### src/rtl/matriz_escalar_seq_if.sv
// ----------------------------------------------------------------------------
// matriz_escalar_seq_if
// Request/operand/result bundle for the scalar-by-matrix sequencer.
//   start, abort          : operation request and cancel
//   data_escalar          : signed 8-bit scalar
//   matriz_a              : N signed 8-bit elements, element k at [8k+7:8k]
//   matriz_resultante     : registered result matrix, same packing
//   busy, done, ovf       : status (busy in LOAD/RUN, done pulse, sticky overflow)
// master drives requests/operands; slave is the sequencer.
// ----------------------------------------------------------------------------
interface matriz_escalar_seq_if #(
    parameter int N = 25
);
    logic             start;
    logic             abort;
    logic [7:0]       data_escalar;
    logic [8*N-1:0]   matriz_a;
    logic [8*N-1:0]   matriz_resultante;
    logic             busy;
    logic             done;
    logic             ovf;

    modport master (
        output start, abort, data_escalar, matriz_a,
        input  matriz_resultante, busy, done, ovf
    );

    modport slave (
        input  start, abort, data_escalar, matriz_a,
        output matriz_resultante, busy, done, ovf
    );
endinterface

### src/rtl/matriz_escalar_seq.sv
// ----------------------------------------------------------------------------
// matriz_escalar_seq
// Multiplies a captured signed 8-bit scalar by N captured signed 8-bit matrix
// elements, one element per cycle through a single shared 8x8 multiplier.
//   clk  : rising-edge clock
//   rst  : synchronous, active-high reset
//   bus  : matriz_escalar_seq_if.slave (start/abort, operands, result, status)
// Build option: define MATRIZ_ESCALAR_SAT_EN to clamp out-of-range products to
// 127/-128; otherwise products wrap to their low 8 bits. ovf is identical in
// both builds.
//
// state | meaning
// IDLE  | waiting for start; operands captured on the accepting edge
// LOAD  | one-cycle settle after capture
// RUN   | element idx multiplied and written each cycle
// DONE  | one-cycle done pulse, then back to IDLE
// ----------------------------------------------------------------------------
module matriz_escalar_seq #(
    parameter int N = 25
) (
    input  logic                  clk,
    input  logic                  rst,
    matriz_escalar_seq_if.slave   bus
);
    localparam int IDX_W = (N > 1) ? $clog2(N) : 1;

    typedef enum logic [1:0] {IDLE, LOAD, RUN, DONE} state_t;

    state_t               state, state_nx;
    logic [IDX_W-1:0]     idx;
    logic signed [7:0]    escalar_q;
    logic [8*N-1:0]       matriz_q;
    logic [8*N-1:0]       res_q;
    logic                 ovf_q;

    logic                 load_en;
    logic                 write_en;
    logic signed [7:0]    elem_a;
    logic signed [15:0]   prod;
    logic                 prod_ovf;
    logic [7:0]           prod_red;

    always_ff @(posedge clk) begin
        if (rst) state <= IDLE;
        else     state <= state_nx;
    end

    // abort outranks the last-element transition to DONE
    always_comb begin
        state_nx = state;
        load_en  = 1'b0;
        write_en = 1'b0;
        case (state)
            IDLE: begin
                if (bus.start) begin
                    state_nx = LOAD;
                    load_en  = 1'b1;
                end
            end
            LOAD: state_nx = bus.abort ? IDLE : RUN;
            RUN: begin
                if (bus.abort) begin
                    state_nx = IDLE;
                end else begin
                    write_en = 1'b1;
                    if (idx == IDX_W'(N - 1)) state_nx = DONE;
                end
            end
            DONE:    state_nx = IDLE;
            default: state_nx = IDLE;
        endcase
    end

    assign elem_a   = matriz_q[{idx, 3'b000} +: 8];
    assign prod     = escalar_q * elem_a;
    assign prod_ovf = (prod > 16'sd127) || (prod < -16'sd128);

`ifdef MATRIZ_ESCALAR_SAT_EN
    assign prod_red = prod_ovf ? (prod[15] ? 8'h80 : 8'h7F) : prod[7:0];
`else
    assign prod_red = prod[7:0];
`endif

    // An aborted RUN cycle writes nothing, so the result holds only finished elements.
    always_ff @(posedge clk) begin
        if (rst) begin
            escalar_q <= '0;
            matriz_q  <= '0;
            idx       <= '0;
            res_q     <= '0;
            ovf_q     <= 1'b0;
        end else begin
            if (load_en) begin
                escalar_q <= bus.data_escalar;
                matriz_q  <= bus.matriz_a;
                idx       <= '0;
                ovf_q     <= 1'b0;
            end
            if (write_en) begin
                res_q[{idx, 3'b000} +: 8] <= prod_red;
                idx                       <= idx + IDX_W'(1);
                if (prod_ovf) ovf_q <= 1'b1;
            end
        end
    end

    assign bus.matriz_resultante = res_q;
    assign bus.ovf               = ovf_q;
    assign bus.busy              = (state == LOAD) || (state == RUN);
    assign bus.done              = (state == DONE);

endmodule

### src/flat_wrapper.sv
// flat-port wrapper written by rule: the top's interface ports become plain ports
module matriz_escalar_seq_flat 
#(
    parameter int N = 25
)
  (clk, rst, bus_start, bus_abort, bus_data_escalar, bus_matriz_a, bus_matriz_resultante, bus_busy, bus_done, bus_ovf);
  matriz_escalar_seq_if #(.N(N)) bus_i ();
  input  logic clk;
  input  logic rst;
  input wire logic [$bits(bus_i.start)-1:0] bus_start;
  input wire logic [$bits(bus_i.abort)-1:0] bus_abort;
  input wire logic [$bits(bus_i.data_escalar)-1:0] bus_data_escalar;
  input wire logic [$bits(bus_i.matriz_a)-1:0] bus_matriz_a;
  output wire logic [$bits(bus_i.matriz_resultante)-1:0] bus_matriz_resultante;
  output wire logic [$bits(bus_i.busy)-1:0] bus_busy;
  output wire logic [$bits(bus_i.done)-1:0] bus_done;
  output wire logic [$bits(bus_i.ovf)-1:0] bus_ovf;
  assign bus_i.start = bus_start;
  assign bus_i.abort = bus_abort;
  assign bus_i.data_escalar = bus_data_escalar;
  assign bus_i.matriz_a = bus_matriz_a;
  assign bus_matriz_resultante = bus_i.matriz_resultante;
  assign bus_busy = bus_i.busy;
  assign bus_done = bus_i.done;
  assign bus_ovf = bus_i.ovf;
  matriz_escalar_seq #(.N(N)) u_core (.clk(clk), .rst(rst), .bus(bus_i));
endmodule
### config.mk
export PLATFORM = sky130hd
export DESIGN_NAME = matriz_escalar_seq_flat
export DESIGN_NICKNAME = d
export VERILOG_FILES = /design/src/rtl/matriz_escalar_seq_if.sv /design/src/rtl/matriz_escalar_seq.sv /design/src/flat_wrapper.sv
export SDC_FILE = /design/constraint.sdc
export NUM_CORES = 1
export LEC_CHECK = 0
export ABC_AREA = 1
export BUFFER_PORTS_ARGS = -buffer_cell sky130_fd_sc_hd__buf_2
export CORE_AREA = 2 2 191 193
export CTS_CLUSTER_SIZE = 14
export DETAILED_ROUTE_END_ITERATION = 7
export DIE_AREA = 0 0 193 195
export PLACE_DENSITY = 0.79
export SLEW_MARGIN = 30
export SYNTH_ARGS = -nofsm -noshare
export SYNTH_HDL_FRONTEND = slang
export SYNTH_SLANG_ARGS = --single-unit
### constraint.sdc
create_clock -name clk -period 7 [get_ports clk]
set_input_delay 0.7 -clock clk [delete_from_list [all_inputs] [get_ports clk]]
set_output_delay 0.7 -clock clk [all_outputs]
set_load 0.01 [all_outputs]
==> flow_metrics.env, run 1 <==
export IMPL_ctsResizeCount=0
export IMPL_crit_end="u_core.bus.ovf$_SDFF_PP0_"
export IMPL_fmax_mhz=157
export IMPL_regToRegEndpoint="u_core.bus.ovf$_SDFF_PP0_"
export IMPL_ant_nets=0
export IMPL_finalCritPeriodShare=0.909
export IMPL_grt_pass1_vias=18200
export IMPL_async_flop_share=0
export IMPL_leakagePower_nw=10.6
export IMPL_report_final_slew_viol_count=0
export IMPL_dp_hpwl_mm=43.4
export IMPL_ys_seq_elements=416
export IMPL_finalNetCount=3238
export IMPL_path_max_fanout=63
export IMPL_timing_setup_tns_ns=0
export IMPL_grt_pass1_wl_mm=94.3
export IMPL_synth_area_leaders="dfxtp_1 43%, nor2_1 14%, o21ai_0 12%"
export IMPL_yosysTopAreaCell="dfxtp_1"
export IMPL_vias=19100
export IMPL_coreArea_um2=35400
export IMPL_rsz0062_at_grt="no"
export IMPL_wire_per_inst_um=17.6
export IMPL_worst_r2r_cell_count=28
export IMPL_drt_pass1_iterations=7
export IMPL_initial_utilization=0.543
export IMPL_drtIter0Drc=1377
export IMPL_die_h_um=195
export IMPL_die_area_um2=37600
export IMPL_avgSynthCellArea_um2=7.36
export IMPL_period_needed_ns=6.37
export IMPL_ir_drop_mv=0.204
export IMPL_clockRootBuffer="clkbuf_16"
export IMPL_finalHoldViolCount=0
export IMPL_areaGrowthSynthToFinish_pct=18.9
export IMPL_synth_top_cell_area_share=0.433
export IMPL_worstPathRequired_ns=7.48
export IMPL_cts_buffers_inserted=43
export IMPL_path_class="flop to flop"
export IMPL_synth_edff_count=0
export IMPL_rows=69
export IMPL_hp_class="input pin to flop"
export IMPL_yosysMostFrequentCell="nor2_1"
export IMPL_crit_top_cell="nand2_1"
export IMPL_grt_overflow=0
export IMPL_ys_top_cells_by_count="701 x nor2_1, 451 x o21ai_0, 416 x dfxtp_1"
export IMPL_cap_violations=0
export IMPL_clk_latency_ns=0.57
export IMPL_pin_count=415
export IMPL_worstMarginPinSlew_ns=0.910
export IMPL_r2r_start="u_core.idx[0]$_SDFFE_PP0P_"
export IMPL_ys_warn_count=0
export IMPL_track_usage=0.314
export IMPL_drive_gt1_frac=0.185
export IMPL_clock_sinks=416
export IMPL_drt_vias_per_instance=5.58
export IMPL_die_x_um=193
export IMPL_relSlewSlack=0.393
export IMPL_grt_max_degree=248
export IMPL_cp_slowest_cell="dfxtp_4"
export IMPL_fin_skew_ns=0.0213
export IMPL_yosysSeqAreaShare=0.433
export IMPL_postCtsHoldBufs=0
export IMPL_drc_errors=0
export IMPL_reg2reg_slack_ns=0.63
export IMPL_setup_viol=0
export IMPL_antenna_found_initial=0
export IMPL_clock_tree_htree_level_count=2
export IMPL_yosysUniqueCellTypes=42
export IMPL_ys_flop_type="dfxtp_1"
export IMPL_cts_tree="built"
export IMPL_synthesis_nets=2918
export IMPL_cts_buffer_depth=3
export IMPL_setup_worst_path_start_class="flop"
export IMPL_critPathMaxStageDelay_ns=0.79
export IMPL_synth_area_um2=19200
export IMPL_synthCells=2612
export IMPL_post_cts_setup_buffers=0
export IMPL_holdWs_ns=0.393
export IMPL_p_per_area_nw_per_um2=292
export IMPL_insertedDiodeCount=0
export IMPL_outcome="completed"
export IMPL_endpoint_kind="flop"
export IMPL_wl_mm=60.2
export IMPL_power_mw=6.67
export IMPL_clkTransAtPathRegs_ns=0.06
export IMPL_crit_path_start="u_core.idx[0]$_SDFFE_PP0P_"
export IMPL_place_congestion=0.929
export IMPL_worst_endpoint_arrival_ns=6.85
export IMPL_io_buffer_count=414
-- per-stage QoR --
step / cells / util / setup WS, ns / instance area, µm²
after floorplan: 2612 / - / 1.56 / 19200
after global placement: 3348 / 0.604 / 0.841 / 21400
after detailed placement: 3348 / 0.604 / 0.721 / 21400
after CTS: 3425 / 0.645 / 0.710 / 22800
after global routing: 3425 / 0.646 / 0.137 / 22900
final: 3425 / 0.646 / 0.634 / 22900
-- worst max-delay path, delay by kind of cell, from the launching register on --
| kind | cells | cell delay (ns) |
|---|---|---|
| adder cells (fa/ha/maj) | 5 | 2.52 |
| AO/OA/AOI/OAI | 5 | 1.36 |
| AND/OR/NAND/NOR | 12 | 0.97 |
| flip-flops | 1 | 0.79 |
| buffers and inverters | 6 | 0.62 |
-- placed cells by master, fill, tap and decap left out, drive strengths merged --
cell type and count:
a32oi 1, a21oi 174, dfxtp 416, o21bai 2
clkbuf 63, nor4 1, inv 209, nand3 36
nor2 714, xnor2 6, xor2 4, a31oi 2
nand3b 4, fa 55, nand4 19, ha 39
nand2 220, nor3 16, o21ai 476, bufinv 3
clkinv 9, o211ai 1, clkinvlp 1, a211oi 14
or2 4, buf 430, o22ai 45
-- worst min path at each step --
stage	start	to	slack [ns]	depth (start not counted)
after floorplan	u_core.matriz_q[88]$_SDFFE_PP0P_	u_core.matriz_q[88]$_SDFFE_PP0P_	0.43	2
after global placement	u_core.bus.matriz_resultante[124]$_SDFFE_PP0P_	u_core.bus.matriz_resultante[124]$_SDFFE_PP0P_	0.43	2
after detailed placement	u_core.bus.matriz_resultante[124]$_SDFFE_PP0P_	u_core.bus.matriz_resultante[124]$_SDFFE_PP0P_	0.44	2
after CTS	bus_matriz_a[161]	u_core.matriz_q[161]$_SDFFE_PP0P_	0.38	3
after global routing	bus_matriz_a[70]	u_core.matriz_q[70]$_SDFFE_PP0P_	0.40	3
final	bus_matriz_a[93]	u_core.matriz_q[93]$_SDFFE_PP0P_	0.39	3
-- where the power goes --
| part | leakage, nW | switching [mW] | total [mW] | internal (mW) |
|---|---|---|---|---|
| Sequential | 3.40 | 0.138 | 2.72 | 2.58 |
| Combinational | 6.46 | 1.07 | 1.61 | 0.542 |
| Clock | 0.717 | 0.960 | 2.34 | 1.38 |
-- cell families after synthesis --
group / count (synthesis) / share of synthesized area
buf+inv: 363 / 0.0753
xor+xnor: 10 / 0.00455
simple gates: 1014 / 0.212
flops: 416 / 0.433
compound gates: 715 / 0.193
fa+ha+maj: 94 / 0.0826
-- cell type report --
class                      count  area [µm²]
inverter                     208         805
clock buffer                  63        1280
fill                        3165       12500
clock inverter                14         168
sequential                   416        8330
tap                          461         577
timing repair buffer         430        2220
multi-input combinational   1833        9470
-- state kept, by name, summed over array words and instances, names as in the netlist --
| signal | count |
|---|---|
| u_core.bus.matriz_resultante | 200 |
| u_core.bus.ovf | 1 |
| u_core.escalar_q | 8 |
| u_core.idx | 5 |
| u_core.matriz_q | 200 |
| u_core.state | 2 |
-- routing by layer --
layer	global-route usage	vias to the layer above	wire [µm]
met5	0	-	0
met4	0.161	0	3310
met3	0.0388	176	4240
met2	0.517	843	28100
met1	0.404	8966	24500
li1	-	9117	-
Note: power is estimated with default switching activity, not from simulation.
==> run 2: changes to the inputs <==
--- a/config.mk
+++ b/config.mk
@@ -6,12 +6,12 @@
 export NUM_CORES = 1
 export LEC_CHECK = 0
 export ABC_AREA = 1
-export BUFFER_PORTS_ARGS = -buffer_cell sky130_fd_sc_hd__buf_2
-export CORE_AREA = 2 2 191 193
+export CORE_AREA = 2 2 177 179
 export CTS_CLUSTER_SIZE = 14
 export DETAILED_ROUTE_END_ITERATION = 7
-export DIE_AREA = 0 0 193 195
-export PLACE_DENSITY = 0.79
+export DIE_AREA = 0 0 179 181
+export DONT_BUFFER_PORTS = 1
+export PLACE_DENSITY_LB_ADDON = 0.1
 export SLEW_MARGIN = 30
 export SYNTH_ARGS = -nofsm -noshare
 export SYNTH_HDL_FRONTEND = slang
==> flow_metrics.env, run 2 (synthesis gave the netlist of run 1 again) <==
export IMPL_outcome="completed"
export IMPL_die_h_um=181
export IMPL_wire_per_inst_um=19.3
export IMPL_grt_overflow=0
export IMPL_clk_latency_ns=0.55
export IMPL_final_cell_mix="701 x nor2_1, 451 x o21ai_0, 414 x dfxtp_1"
export IMPL_die_area_um2=32400
export IMPL_grt_max_degree=275
export IMPL_grt_pass1_vias=15800
export IMPL_fmax_mhz=162
export IMPL_postCtsHoldBufs=0
export IMPL_relSlewSlack=0.446
export IMPL_r2r_start="u_core.idx[0]$_SDFFE_PP0P_"
export IMPL_cap_violations=0
export IMPL_io_buffer_count=0
export IMPL_grt_pass1_wl_mm=86.7
export IMPL_n_fill_cell=2666
export IMPL_pin_count=415
export IMPL_post_cts_setup_buffers=0
export IMPL_worstPathRequired_ns=7.48
export IMPL_initial_utilization=0.634
export IMPL_worst_endpoint_arrival_ns=6.66
export IMPL_track_usage=0.339
export IMPL_clkTransAtPathRegs_ns=0.07
export IMPL_wl_mm=57.2
export IMPL_rsz0062_at_grt="no"
export IMPL_drt_pass1_iterations=6
export IMPL_layout_commonest_cell="nor2_1"
export IMPL_areaGrowthSynthToFinish_pct=7.47
export IMPL_setup_viol=0
export IMPL_ctsResizeCount=0
export IMPL_path_max_fanout=95
export IMPL_timing_setup_tns_ns=0
export IMPL_coreArea_um2=30300
export IMPL_path_class="flop to flop"
export IMPL_holdPathEnd="u_core.bus.matriz_resultante[163]$_SDFFE_PP0P_"
export IMPL_fin_util=0.681
export IMPL_power_mw=6.53
export IMPL_clockRootBuffer="clkbuf_16"
export IMPL_hold_depth=1
export IMPL_antenna_found_initial=16
export IMPL_rows=64
export IMPL_vias=17400
export IMPL_reg2reg_slack_ns=0.82
export IMPL_drtIter0Drc=1659
export IMPL_cts_tree="built"
export IMPL_endpoint_kind="flop"
export IMPL_worstMarginPinSlew_ns=0.831
export IMPL_period_needed_ns=6.18
export IMPL_regToRegEndpoint="u_core.bus.ovf$_SDFF_PP0_"
export IMPL_drive_gt1_frac=0.0495
export IMPL_finalNetCount=2821
export IMPL_drc_errors=0
export IMPL_report_final_slew_viol_count=0
export IMPL_place_congestion=0.981
export IMPL_fin_skew_ns=0.0179
export IMPL_die_x_um=179
export IMPL_finalHoldViolCount=0
export IMPL_min_from="rst"
export IMPL_p_per_area_nw_per_um2=316
export IMPL_cts_buffer_depth=3
export IMPL_hp_class="input pin to flop"
export IMPL_ant_nets=0
export IMPL_drt_vias_per_instance=5.89
export IMPL_finalCritPeriodShare=0.883
export IMPL_worst_r2r_cell_count=27
export IMPL_leakagePower_nw=8.57
export IMPL_ir_drop_mv=0.199
export IMPL_cts_buffers_inserted=42
export IMPL_setup_worst_path_start_class="flop"
export IMPL_clock_sinks=416
export IMPL_dp_hpwl_mm=41.4
export IMPL_clock_tree_htree_level_count=2
-- run 2: cell count changes in the layout (fill, tap and decap cells not counted), sizes merged, moves of 2 or more --
| cell | before | now |
|---|---|---|
| buf | 430 | 14 |
| clkbuf | 63 | 67 |
| diode | 0 | 13 |
| clkinv | 9 | 7 |
| bufinv | 3 | 1 |
-- run 2: worst max path at each step --
stage                               startpoint                   endpoint  cells after the start
floorplan           u_core.idx[0]$_SDFFE_PP0P_  u_core.bus.ovf$_SDFF_PP0_                     32
global placement    u_core.idx[0]$_SDFFE_PP0P_  u_core.bus.ovf$_SDFF_PP0_                     27
detailed placement  u_core.idx[0]$_SDFFE_PP0P_  u_core.bus.ovf$_SDFF_PP0_                     27
CTS                 u_core.idx[0]$_SDFFE_PP0P_  u_core.bus.ovf$_SDFF_PP0_                     27
global route        u_core.idx[0]$_SDFFE_PP0P_  u_core.bus.ovf$_SDFF_PP0_                     27
finish              u_core.idx[0]$_SDFFE_PP0P_  u_core.bus.ovf$_SDFF_PP0_                     27
-- run 2: cell type report --
cell class | count | area (µm²) | share of cell area
multi-input cells | 1833 | 9470 | 0.458
flip-flops and latches | 416 | 8330 | 0.403
clock buffers | 67 | 1300 | 0.0627
inverters | 208 | 802 | 0.0388
well taps | 396 | 495 | 0.0240
repair buffers | 14 | 154 | 0.00745
clock inverters | 8 | 87.6 | 0.00424
diodes | 13 | 32.5 | 0.00157
-- run 2: routing by layer --
layer | vias up | global-route usage | share of wire
met1 | 8101 | 0.443 | 0.40
met2 | 828 | 0.545 | 0.46
met3 | 157 | 0.0779 | 0.10
met4 | 12 | 0.132 | 0.038
met5 | - | 0 | 0.00098
li1 | 8296 | - | -
-- run 2: critical path, cell delays in order, from the launching register on --
cell and delay, ns:
dfxtp_4 0.43, inv_2 0.12, buf_12 0.21, o21ai_0 0.23, o22ai_1 0.12, a21oi_1 0.15
nand4_1 0.18, o21ai_1 0.47, nor2_1 0.15, fa_1 0.56, inv_1 0.05, fa_1 0.50
inv_1 0.06, fa_1 0.54, inv_1 0.06, fa_1 0.53, inv_1 0.04, ha_1 0.35
nand2_1 0.12, nor3_1 0.38, nand3_1 0.22, nand3_1 0.14, nand2_1 0.06, nand2_1 0.08
inv_1 0.04, nand3_1 0.07, nand3_1 0.07, a21oi_1 0.12
-- run 2: metrics by stage --
step	worst slack [ns]	area [µm²]	cells	hold slack (ns)
2_1_floorplan	1.56	19200	2612	0.429
3_3_place_gp	1.02	19200	2866	0.444
3_5_place_dp	0.936	19200	2866	0.449
4_1_cts	0.908	20600	2941	0.193
5_1_grt	0.495	20700	2948	0.197
6_report	0.817	20700	2955	0.210
-- run 2: where the power goes --
group | switching (mW) | total, mW | internal, mW
clock | 0.946 | 2.26 | 1.31
sequential | 0.139 | 2.72 | 2.58
combinational | 1.05 | 1.56 | 0.506
total | 2.14 | 6.53 | 4.40
